### src/rtl/noc_pkg.sv
// Shared NoC definitions: flit width, flit-type encoding and the output-arbiter FSM states.
package noc_pkg;

  localparam int DATA_W = 16;

  typedef enum logic [1:0] {
    FLIT_BODY     = 2'b00,
    FLIT_TAIL     = 2'b01,
    FLIT_HEAD     = 2'b10,
    FLIT_HEADTAIL = 2'b11
  } flit_type_e;

  typedef enum logic {
    ST_IDLE = 1'b0,
    ST_XFER = 1'b1
  } arb_state_e;

  function automatic flit_type_e flit_type(input logic [DATA_W-1:0] flit);
    return flit_type_e'(flit[DATA_W-1 -: 2]);
  endfunction

  function automatic logic opens_pkt(input flit_type_e t);
    return (t == FLIT_HEAD) || (t == FLIT_HEADTAIL);
  endfunction

  function automatic logic closes_pkt(input flit_type_e t);
    return (t == FLIT_TAIL) || (t == FLIT_HEADTAIL);
  endfunction

endpackage

### src/rtl/rr_arb.sv
// Combinational round-robin picker: first set request after last_ptr, wrapping modulo N.
module rr_arb #(
  parameter int N     = 5,
  parameter int IDX_W = 3
) (
  input  logic [N-1:0]     req,
  input  logic [IDX_W-1:0] last_ptr,
  output logic [N-1:0]     gnt,
  output logic [IDX_W-1:0] gnt_idx,
  output logic             gnt_vld
);

  logic [IDX_W-1:0] idx;

  // NOTE: every output of a combinational block gets a default first, so no path leaves it unassigned and no latch is inferred.
  always_comb begin
    gnt     = '0;
    gnt_idx = '0;
    gnt_vld = 1'b0;
    idx     = '0;
    for (int off = 1; off <= N; off++) begin
      idx = IDX_W'((int'(last_ptr) + off) % N);
      if (!gnt_vld && req[idx]) begin
        gnt_vld  = 1'b1;
        gnt[idx] = 1'b1;
        gnt_idx  = idx;
      end
    end
  end

endmodule

### src/rtl/output_arb.sv
// Output-port arbiter: grants one input FIFO a whole packet at a time and streams its
// flits to the downstream FIFO without local storage.
module output_arb
  import noc_pkg::*;
#(
  parameter int N_IN  = 5,
  parameter int CNT_W = 16
) (
  input  logic                   clk,
  input  logic                   rst_n,
  input  logic [N_IN-1:0]        req_empty,
  input  logic [N_IN*DATA_W-1:0] req_data,
  output logic [N_IN-1:0]        req_rd_en,
  input  logic                   dn_ordy,
  input  logic                   dn_full,
  output logic                   dn_wr_en,
  output logic [DATA_W-1:0]      dn_data,
  output logic [N_IN-1:0]        grant,
  output logic                   busy,
  output logic                   err,
  output logic [CNT_W-1:0]       pkt_cnt
);

  localparam int IDX_W = (N_IN > 1) ? $clog2(N_IN) : 1;

  arb_state_e       state_q, state_d;
  logic [IDX_W-1:0] owner_q, owner_d;
  logic [N_IN-1:0]  grant_q, grant_d;
  logic [IDX_W-1:0] last_ptr_q, last_ptr_d;
  logic             first_q, first_d;
  logic             err_q, err_d;
  logic [CNT_W-1:0] pkt_cnt_q, pkt_cnt_d;

  logic [N_IN-1:0]   eligible;
  logic [N_IN-1:0]   bad_head;
  logic [N_IN-1:0]   arb_gnt;
  logic [IDX_W-1:0]  arb_idx;
  logic              arb_vld;
  logic [DATA_W-1:0] head_flit;
  logic [DATA_W-1:0] owner_flit;
  flit_type_e        owner_type;
  logic              xfer_go;

  // An input whose head is mid-packet cannot start a packet; it is flagged and left untouched.
  always_comb begin
    eligible  = '0;
    bad_head  = '0;
    head_flit = '0;
    for (int i = 0; i < N_IN; i++) begin
      head_flit = req_data[i*DATA_W +: DATA_W];
      if (!req_empty[i]) begin
        eligible[i] = opens_pkt(flit_type(head_flit));
        bad_head[i] = !opens_pkt(flit_type(head_flit));
      end
    end
  end

  rr_arb #(
    .N     (N_IN),
    .IDX_W (IDX_W)
  ) u_rr_arb (
    .req      (eligible),
    .last_ptr (last_ptr_q),
    .gnt      (arb_gnt),
    .gnt_idx  (arb_idx),
    .gnt_vld  (arb_vld)
  );

  // The data path is a mux from the owner's FIFO head straight to the downstream FIFO.
  always_comb begin
    owner_flit = req_data[owner_q*DATA_W +: DATA_W];
    owner_type = flit_type(owner_flit);
    xfer_go    = (state_q == ST_XFER) && !req_empty[owner_q] && !dn_full;
    req_rd_en  = '0;
    if (xfer_go) req_rd_en[owner_q] = 1'b1;
    dn_wr_en   = xfer_go;
    dn_data    = xfer_go ? owner_flit : '0;
  end

  always_comb begin
    state_d    = state_q;
    owner_d    = owner_q;
    grant_d    = grant_q;
    last_ptr_d = last_ptr_q;
    first_d    = first_q;
    err_d      = err_q;
    pkt_cnt_d  = pkt_cnt_q;
    case (state_q)
      ST_IDLE: begin
        if (|bad_head) err_d = 1'b1;
        if (dn_ordy && arb_vld) begin
          state_d = ST_XFER;
          owner_d = arb_idx;
          grant_d = arb_gnt;
          first_d = 1'b1;
        end
      end
      ST_XFER: begin
        if (xfer_go) begin
          first_d = 1'b0;
          if (!first_q && opens_pkt(owner_type)) err_d = 1'b1;
          // A closing flit ends the packet even when it arrived as a stray HEADTAIL.
          if (closes_pkt(owner_type)) begin
            state_d    = ST_IDLE;
            grant_d    = '0;
            last_ptr_d = owner_q;
            pkt_cnt_d  = pkt_cnt_q + CNT_W'(1);
          end
        end
      end
      default: state_d = ST_IDLE;
    endcase
  end

  // NOTE: state registers use non-blocking assignments so every flop samples pre-edge values.
  always_ff @(posedge clk or negedge rst_n) begin
    if (!rst_n) begin
      state_q    <= ST_IDLE;
      owner_q    <= '0;
      grant_q    <= '0;
      last_ptr_q <= IDX_W'(N_IN - 1);
      first_q    <= 1'b0;
      err_q      <= 1'b0;
      pkt_cnt_q  <= '0;
    end else begin
      state_q    <= state_d;
      owner_q    <= owner_d;
      grant_q    <= grant_d;
      last_ptr_q <= last_ptr_d;
      first_q    <= first_d;
      err_q      <= err_d;
      pkt_cnt_q  <= pkt_cnt_d;
    end
  end

  assign grant   = grant_q;
  assign busy    = (state_q == ST_XFER);
  assign err     = err_q;
  assign pkt_cnt = pkt_cnt_q;

endmodule
### config.mk
export PLATFORM = sky130hd
export DESIGN_NAME = output_arb
export DESIGN_NICKNAME = d
export VERILOG_FILES = /design/src/rtl/noc_pkg.sv /design/src/rtl/rr_arb.sv /design/src/rtl/output_arb.sv
export SDC_FILE = /design/constraint.sdc
export NUM_CORES = 1
export LEC_CHECK = 0
export ABC_CLOCK_PERIOD_IN_PS = 10400
export BUFFER_PORTS_ARGS = -buffer_cell sky130_fd_sc_hd__buf_4
export CAP_MARGIN = 20
export CORE_ASPECT_RATIO = 1.25
export CORE_UTILIZATION = 50
export DETAILED_ROUTE_END_ITERATION = 8
export GPL_ROUTABILITY_DRIVEN = 0
export PLACE_DENSITY = 0.79
export RECOVER_POWER = 50
export SYNTH_ARGS = -nofsm -noshare
export SYNTH_HDL_FRONTEND = slang
export SYNTH_SLANG_ARGS = --single-unit
### constraint.sdc
create_clock -name clk -period 10.4 [get_ports clk]
set_input_delay 1.56 -clock clk [delete_from_list [all_inputs] [get_ports clk]]
set_output_delay 1.56 -clock clk [all_outputs]
set_load 0.005 [all_outputs]
Word-level counts from Yosys, hierarchy flattened
Cells that the tools add are included.
- equal/unequal tests: 18
- shift-type cells: 1
- bitwise operators: 5
- order comparisons: 12
- mux-type cells: 66
- div/mod/pow operators: 5
- reductions and logical operators: 39
- add/sub/neg operators: 6
- operators with widths (kind ; number):
    $mod A32 B4 Y32 const B ; 5
    $shiftx A80 B8 Y16 ; 1
    $mux W5 ; 9
    $mux W1 ; 35
    $eq A2 B2 Y1 const B ; 12
    $lt A3 B4 Y1 const B ; 6
    $or A5 B5 Y5 ; 4
    $bmux W1 S3 ; 6
    $demux W1 S3 ; 6
    $ge A3 B1 Y1 const B ; 6
    $add A16 B1 Y16 const B ; 1
    $mux W16 ; 1
    $mux W3 ; 5
    $logic_and A1 B1 Y1 ; 14
    $logic_not A1 Y1 ; 12
    $pmux W5 S2 ; 1
    $reduce_and A3 Y1 ; 3
    $add A3 B2 Y4 const B ; 2
    $add A3 B3 Y4 const B ; 2
    $logic_or A1 B1 Y1 ; 7
    $ne A2 B2 Y1 const B ; 3
    $pmux W1 S2 ; 3
    $reduce_or A5 Y1 ; 1
    $add A3 B1 Y4 const B ; 1
    4 further kinds ; 6
- register bits after elaboration: 30
- output and inout bits: 45
- input port bits: 89

Logic depth before layout (Yosys ltp)
Gate-level depths: netlist (run 1).
- depth in word-level cells: 21
- depth in mapped cells: 23
- mapped depth without buffers: 19

Hierarchy
Synthesis (run 1) repeated with hierarchy kept, for this count alone.
- cell total of the unflattened synthesis: 542
- area total of the unflattened synthesis: 4488.1 sq um
- modules (own cells, without submodules) (module ; cells each ; instances ; area each (sq um)):
    output_arb ; 255 ; 1 ; 2343.5
    rr_arb ; 287 ; 1 ; 2144.6

Least setup slack after synthesis (run 1)
OpenSTA, ideal clock, no wires.
- kind: reg-to-reg
- start point: register last_ptr_q[0]
- end point: register owner_q[1]
- stages on the path, launching flop included: 24
- clock period less this slack: 4.899 ns
- arrival time: 4.762 ns
- path slack: 5.501 ns
- cell sequence: dfrtp_1 inv_1 clkbuf_1 ha_1 buf_2 xnor2_2 inv_2 ha_1 or3b_2 o22ai_1 nor2_1 inv_1 ha_1 nand2b_1 o2111ai_1 o211ai_2 a211oi_1 o22ai_2 or2_2 clkbuf_1 o311ai_4 buf_6 mux2i_1 o41ai_1
- cells in the longest elaborated chain, start to end: 19
- elaborated cells on any way between the ends: 40
- ends and longest elaborated chain (item ; line ; source):
    start: declaration ; output_arb.sv:29 ; logic [IDX_W-1:0] last_ptr_q, last_ptr_d;
    start signal: assignment ; output_arb.sv:121 ; last_ptr_q <= IDX_W'(N_IN - 1);
    start signal: assignment ; output_arb.sv:129 ; last_ptr_q <= last_ptr_d;
    $add A3 B1 Y4 ; rr_arb.sv:22 ; idx = IDX_W'((int'(last_ptr) + off) % N);
    $mod A32 B4 Y32 ; rr_arb.sv:22 ;
    $bmux W1 S3 ; rr_arb.sv:23 ; if (!gnt_vld && req[idx]) begin
    $mux W1 (not written as such) ; rr_arb.sv:23 ;
    $mux W1 ; rr_arb.sv:23 ;
    $logic_not A1 Y1 ; rr_arb.sv:23 ;
    $logic_and A1 B1 Y1 ; rr_arb.sv:23 ;
    $mux W1 ; rr_arb.sv:23 ;
    (+3 left out) ; n/a ;
    $logic_not A1 Y1 ; rr_arb.sv:23 ;
    $logic_and A1 B1 Y1 ; rr_arb.sv:23 ;
    $mux W1 ; rr_arb.sv:23 ;
    $logic_not A1 Y1 ; rr_arb.sv:23 ;
    $logic_and A1 B1 Y1 ; rr_arb.sv:23 ;
    $mux W1 ; rr_arb.sv:23 ;
    $logic_and A1 B1 Y1 ; output_arb.sv:91 ; if (dn_ordy && arb_vld) begin
    $reduce_and A2 Y1 (no line) ; n/a ;
    end signal: assignment ; output_arb.sv:127 ; owner_q <= owner_d;
    end: declaration ; output_arb.sv:27 ; logic [IDX_W-1:0] owner_q, owner_d;
Parallel ways exist; a longest one is shown, timed or not. The select of a mux whose other input is x is not followed.
A chain may end at the register's enable or synchronous reset.

Worst setup path in the final report (run 1)
Same ends and word-level chain as after synthesis.

==> flow_metrics.tcl, run 1 <==
set metrics [dict create \
    hp-class "reg -> reg" \
    dr.pass1.iters 4 \
    cts_resized 0 \
    worst_pin_slew_ns 1.561 \
    setup_viol 0 \
    die_area_um2 8612 \
    via_per_inst 6.225 \
    cts_tree "built" \
    wl_um 12660 \
    async_flop_share 1.000 \
    placed_cells 725 \
    fin_nets 755 \
    place_area_um2 5152 \
    cts-hold-fix-buffers 0 \
    critPathMaxFanout 21 \
    start_util 0.5229 \
    root_buffer "clkbuf_8" \
    cts_buffers 5 \
    period_minus_slack_ns 5.547 \
    antenna_found_initial 0 \
    grt_setup_unrepaired "no" \
    port_buffers 133 \
    critPathLaunchType "flip-flop" \
    setup_tns_ns 0 \
    finClkSkew_ns 0.01098 \
    grt-ovfl-total 0 \
    powerDensity_nw_per_um2 51.63 \
    fin_crit_sh 0.5334 \
    worstSetupPathType "reg -> reg" \
    synth_top_cell_by_area "dfrtp_1" \
    stdcell_count 733 \
    ys_top_cells_by_area "dfrtp_1 18%, ha_1 8.5%, nand2_1 4.6%, mux4_2 4.4%, a21oi_1 4.1%" \
    met3_length_um 821 \
    finalWorstSetupSlack_ns 4.853 \
    die_x_um 83.21 \
    grt_pass1_vias 4577 \
    grt_max_degree 42 \
    slew_headroom -0.04036 \
    diodes 0 \
    vias 4563 \
    layout-drive-gt1-share 0.2837 \
    drc_errors 0 \
    num_io_pins 134 \
    insertion_delay_ns 0.28 \
    synth_common_cells "50 x nand2_1, 40 x nor2_1, 34 x a21oi_1" \
    ys.flop_type "dfrtp_1" \
    die_h_um 103.5 \
    crit_chain "inv_1, ha_1, inv_1, ha_1, or3b_2, o22ai_1, nor2_1, inv_1, ha_1, nand2b_1, o2111ai_1, o211ai_2, a211oi_1, o22ai_2, or2_2, o311ai_4, mux2i_1, o41ai_1" \
    r2r_cells 18 \
    dr.max_layer_used "met4" \
    cts_max_level 2 \
    syn_avg_cell_area_um2 7.941 \
    status "complete, but fails checks" \
    synth-seq-cells 30 \
    final_cell_area_um2 5214 \
    synth_area_um2 4121 \
    numClockSinks 30 \
    timing.fmax_mhz 180.3 \
    failed_checks "max-capacitance violations, max-slew violations" \
    ys_warn_count 0 \
    worstPathArrival_ns 5.68 \
    yosysUniqueCellTypes 82 \
    fin_util 0.6614 \
    synthCells 519 \
    crit_slowest_cell "ha_1" \
    coreArea_um2 7883 \
    gr-usage-all-layers 0.2968 \
    drv_cap 1 \
    final-hold-violation-count 0 \
    finalPower_mw 0.2692 \
    cp_top_family "compound AO/OA/AOI/OAI gates" \
    r2r_setup_slack_ns 4.85 \
    synth_edf_count 0 \
    grt_pass1_wl_um 21240 \
    cts_buffer_depth 2 \
    p_leak_nw 2.307 \
    hold_path_depth 1 \
    dp_slack_ns 4.919 \
    wl_met2_um 6510 \
    rows 36 \
    syn_nets 637 \
    ys_seq_area_frac 0.1825 \
    vdd_drop_max_mv 0.04888 \
    hpwl_um 10120 \
    drtIter0Drc 251 \
    maxSlewViolCount 31 \
    clkTransAtPathRegs_ns 0.07 \
    crit_required_ns 10.53 \
    synth_most_common_cell "nand2_1" \
    fin_hold_ws_ns 0.4748 \
    wl_met1_um 4899 \
    synthToLayoutAreaGrowth_pct 26.50 \
    ant_nets 0 \
    path_depth 18 \
    critPathCaptureType "flip-flop" \
    cpPeakStageDelay_ns 0.65 \
    cp.buffers_inverters 3 \
    synth_top_area_frac 0.1761 \
    wl_per_cell_um 17.27 \
    cts_setup_buffers 0 \
]
## worst paths after layout
path,endpoint,startpoint
worst max register to register,owner_q[1]$_DFFE_PN0P_,last_ptr_q[0]$_DFFE_PN0P_
worst min register to register,pkt_cnt[15]$_DFFE_PN0P_,pkt_cnt[15]$_DFFE_PN0P_
max in group asynchronous,owner_q[2]$_DFFE_PN0P_,rst_n
worst min-delay path,pkt_cnt[15]$_DFFE_PN0P_,pkt_cnt[15]$_DFFE_PN0P_
min in group asynchronous,pkt_cnt[14]$_DFFE_PN0P_,rst_n
worst max-delay path,owner_q[1]$_DFFE_PN0P_,last_ptr_q[0]$_DFFE_PN0P_
## cells in the final DEF (no fill, tap or decap), types with 4 or more instances in the layout
cell type,n
dfrtp_1,29
mux2_2,10
and2_1,4
buf_4,116
o21ai_0,23
nand4_1,9
nor3_1,13
clkbuf_1,9
or2_2,6
clkbuf_4,14
mux4_2,8
nand2b_1,16
ha_1,28
nand2_1,50
inv_1,24
xor2_1,6
a21oi_1,34
a211oi_1,12
nor4_1,9
mux2i_1,9
a22oi_1,6
nand3_1,24
xnor2_1,18
or4_1,5
a211o_1,4
a31oi_1,8
nor2b_1,9
clkbuf_8,6
o22ai_1,7
nor2_1,40
## layout make-up
class                      count  area, um^2
clock buffer                   6       82.58
clock inverter                 2       12.51
fill                         697        2669
inverter                      27       101.3
multi-input combinational    434        3137
sequential                    30       752.0
tap                           95       118.9
timing repair buffer         139        1010
## state kept, by name, summed over array words and instances (netlist names)
register,count
first_q,1
owner_q,3
last_ptr_q,3
pkt_cnt,16
grant,5
err,1
busy,1
## cell families after synthesis
| logic type | after synthesis | share of synthesized area |
|---|---|---|
| AND/OR/NAND/NOR | 205 | 0.2611 |
| XOR/XNOR | 26 | 0.06163 |
| adder cells (fa/ha/maj) | 29 | 0.08986 |
| flip-flops | 30 | 0.1825 |
| buffers and inverters | 55 | 0.05647 |
| multiplexers | 27 | 0.09290 |
| AO/OA/AOI/OAI | 147 | 0.2556 |
## per-layer routing
layer,up-vias,global-route usage
met5,-,0
met4,0,0.1219
met3,37,0.06375
met2,190,0.5340
met1,2163,0.3362
li1,2173,-
## worst reg2reg max path, cell delays in order (launching register included)
cell and delay [ns]:
dfrtp_1 0.38, inv_1 0.44, ha_1 0.65, inv_1 0.26, ha_1 0.31, or3b_2 0.44
o22ai_1 0.20, nor2_1 0.12, inv_1 0.10, ha_1 0.18, nand2b_1 0.09, o2111ai_1 0.13
o211ai_2 0.22, a211oi_1 0.32, o22ai_2 0.21, or2_2 0.40, o311ai_4 0.59, mux2i_1 0.25
o41ai_1 0.09
## power breakdown
group,switching [mW],internal (mW),total [mW]
Combinational,0.0228,0.0316,0.0544
Clock,0.0448,0.0531,0.0979
Sequential,0.0000903,0.117,0.117
Note: power is estimated with default switching activity, not from simulation.
==> run 2: changes to the inputs <==
ABC_CLOCK_PERIOD_IN_PS = 5340   (was 10400)
clock period = 5.34 ns   (was 10.4 ns; I/O delays follow)
==> run 2 against run 1 <==
- the flow still finishes with violations (max-capacitance violations, max-slew violations)
- cell count rose by 0.55%
- sequential cell count did not move
- fmax rose by 9.6%
- setup slack got worse by 4.6 ns
- sequential share of layout area fell by 0.25 points
- non-clock buffer count rose by 4
- sequential power rose by 95%
- clock power rose to 3.0 times the previous value
- largest power group is now clock
- combinational power rose by 97%
- hold slack got worse by 0.0050 ns
==> flow_metrics.tcl, run 2 (synthesis results as in run 1) <==
set metrics [dict create \
    status "complete, but fails checks" \
    failed_checks "max-capacitance violations, max-slew violations" \
    powerDensity_nw_per_um2 118.1 \
    hpwl_um 10130 \
    num_io_pins 134 \
    rows 36 \
    largest_reg_flops 16 \
    drtIter0Drc 353 \
    p_leak_nw 2.364 \
    layout-drive-gt1-share 0.2991 \
    clkTransAtPathRegs_ns 0.08 \
    root_buffer "clkbuf_8" \
    finClkSkew_ns 0.01491 \
    gr-usage-all-layers 0.2956 \
    hp-class "reg -> reg" \
    hold_end "err$_DFFE_PN0P_" \
    wl_met2_um 6635 \
    rr_endpoint "owner_q[0]$_DFFE_PN0P_" \
    cpPeakStageDelay_ns 0.73 \
    period_minus_slack_ns 5.059 \
    final-hold-violation-count 0 \
    critPathMaxFanout 13 \
    die_x_um 83.21 \
    cts_tree "built" \
    diodes 0 \
    drv_cap 1 \
    timing.fmax_mhz 197.7 \
    wl_per_cell_um 17.96 \
    switchingPower_mw 0.1416 \
    antenna_found_initial 0 \
    grt_max_degree 41 \
    start_util 0.5229 \
    coreArea_um2 7883 \
    crit_required_ns 5.53 \
    numClockSinks 30 \
    final_common_cell "buf_4" \
    wl_um 13240 \
    cp.buffers_inverters 3 \
    placed_cells 727 \
    cts-hold-fix-buffers 0 \
    fin_nets 759 \
    dr.pass1.iters 5 \
    hold_path_depth 1 \
    crit_slowest_cell "dfstp_4" \
    p_seq_frac 0.361 \
    die_area_um2 8612 \
    grt_pass1_wl_um 21020 \
    synthToLayoutAreaGrowth_pct 29.36 \
    switching_share 0.2248 \
    fin_hold_ws_ns 0.4697 \
    r2r_setup_slack_ns 0.28 \
    final_cell_mix "119 x buf_4, 50 x nand2_1, 40 x nor2_1" \
    crit_chain "inv_1, ha_1, o31ai_1, xnor2_1, ha_1, fa_1, nor2b_1, a22oi_1, mux2_2, a32oi_1, and2_1, o311ai_4, o311ai_4, buf_12, buf_4, a21oi_1, a32oi_1" \
    worstSetupPathType "reg -> reg" \
    port_buffers 133 \
    setup_viol 0 \
    cp_top_family "compound AO/OA/AOI/OAI gates" \
    insertion_delay_ns 0.29 \
    met3_length_um 877 \
    maxSlewViolCount 31 \
    r2r_cells 17 \
    p_int_mw 0.4881 \
    die_h_um 103.5 \
    critPathCaptureType "flip-flop" \
    cts_buffer_depth 2 \
    vdd_drop_max_mv 0.1292 \
    r2r-start "last_ptr_q[2]$_DFFE_PN1P_" \
    pwr-share-clk 0.468 \
    holdCritStartpoint "err$_DFFE_PN0P_" \
    via_per_inst 6.281 \
    drc_errors 0 \
    grt_pass1_vias 4454 \
    dr.max_layer_used "met4" \
    ant_nets 0 \
    setup_tns_ns 0 \
    critPathLaunchType "flip-flop" \
    pwr-share-comb 0.170 \
    worstPathArrival_ns 5.25 \
    fin_crit_sh 0.9474 \
    cts_buffers 5 \
    worst_pin_slew_ns 1.612 \
    cts_max_level 2 \
    grt-ovfl-total 0 \
    stdcell_count 737 \
    vias 4629 \
    wl_met1_um 5181 \
    slew_headroom -0.07454 \
]
[run 2: through the flow]
stage | utilization | instance area (um^2) | setup slack, ns | total power [mW]
after floorplan | - | 4121 | 0.4410 | 0.2721
after global placement | 0.6556 | 5167 | 0.3678 | 0.3368
after detailed placement | 0.6556 | 5167 | 0.1186 | 0.3382
after CTS | 0.6737 | 5310 | 0.06601 | 0.6284
after global routing | 0.6763 | 5331 | -0.01944 | 0.6488
final | 0.6763 | 5331 | 0.2807 | 0.6297
[run 2: worst max path at each step]
| stage | start | end | slack [ns] | depth (start not counted) |
|---|---|---|---|---|
| floorplan | last_ptr_q[0]$_DFFE_PN0P_ | owner_q[1]$_DFFE_PN0P_ | 0.44 | 23 |
| global placement | last_ptr_q[2]$_DFFE_PN1P_ | owner_q[1]$_DFFE_PN0P_ | 0.37 | 15 |
| detailed placement | last_ptr_q[2]$_DFFE_PN1P_ | owner_q[1]$_DFFE_PN0P_ | 0.12 | 15 |
| CTS | last_ptr_q[2]$_DFFE_PN1P_ | owner_q[1]$_DFFE_PN0P_ | 0.07 | 15 |
| global route | last_ptr_q[2]$_DFFE_PN1P_ | grant[0]$_DFFE_PN0P_ | -0.02 | 15 |
| finish | last_ptr_q[2]$_DFFE_PN1P_ | owner_q[0]$_DFFE_PN0P_ | 0.28 | 17 |
[run 2: per-layer routing]
metal / track usage / up-vias
li1: - / 2176
met1: 0.3450 / 2183
met2: 0.5222 / 227
met3: 0.04622 / 43
met4: 0.1441 / 0
met5: 0 / -
[run 2: power groups by stage]
stage	sequential [mW]	clock, mW	combinational, mW
floorplan	0.232	0	0.0401
global placement	0.232	0	0.105
detailed placement	0.232	0	0.106
CTS	0.228	0.294	0.107
global route	0.227	0.306	0.115
finish	0.228	0.295	0.107
[run 2: area by class of cell]
class	instances	area, um^2
fill	652	2551
timing repair buffer	143	1064
clock inverter	2	60.06
clock buffer	6	82.58
tap	95	118.9
sequential	30	755.7
multi-input combinational	434	3149
inverter	27	101.3
[run 2: repair_timing]
action                                  CTS  global route
buffers inserted                          0             2
gates resized for setup                   0             5
endpoints found under the setup margin    0            10
[run 2: worst register-to-register path, stage by stage, from the launching register on]
cell and delay (ns):
dfstp_4 0.73, inv_1 0.17, ha_1 0.37, o31ai_1 0.32, xnor2_1 0.15, ha_1 0.22, fa_1 0.44, nor2b_1 0.18
a22oi_1 0.37, mux2_2 0.38, a32oi_1 0.22, and2_1 0.22, o311ai_4 0.25, o311ai_4 0.40, buf_12 0.17, buf_4 0.14
a21oi_1 0.04, a32oi_1 0.20
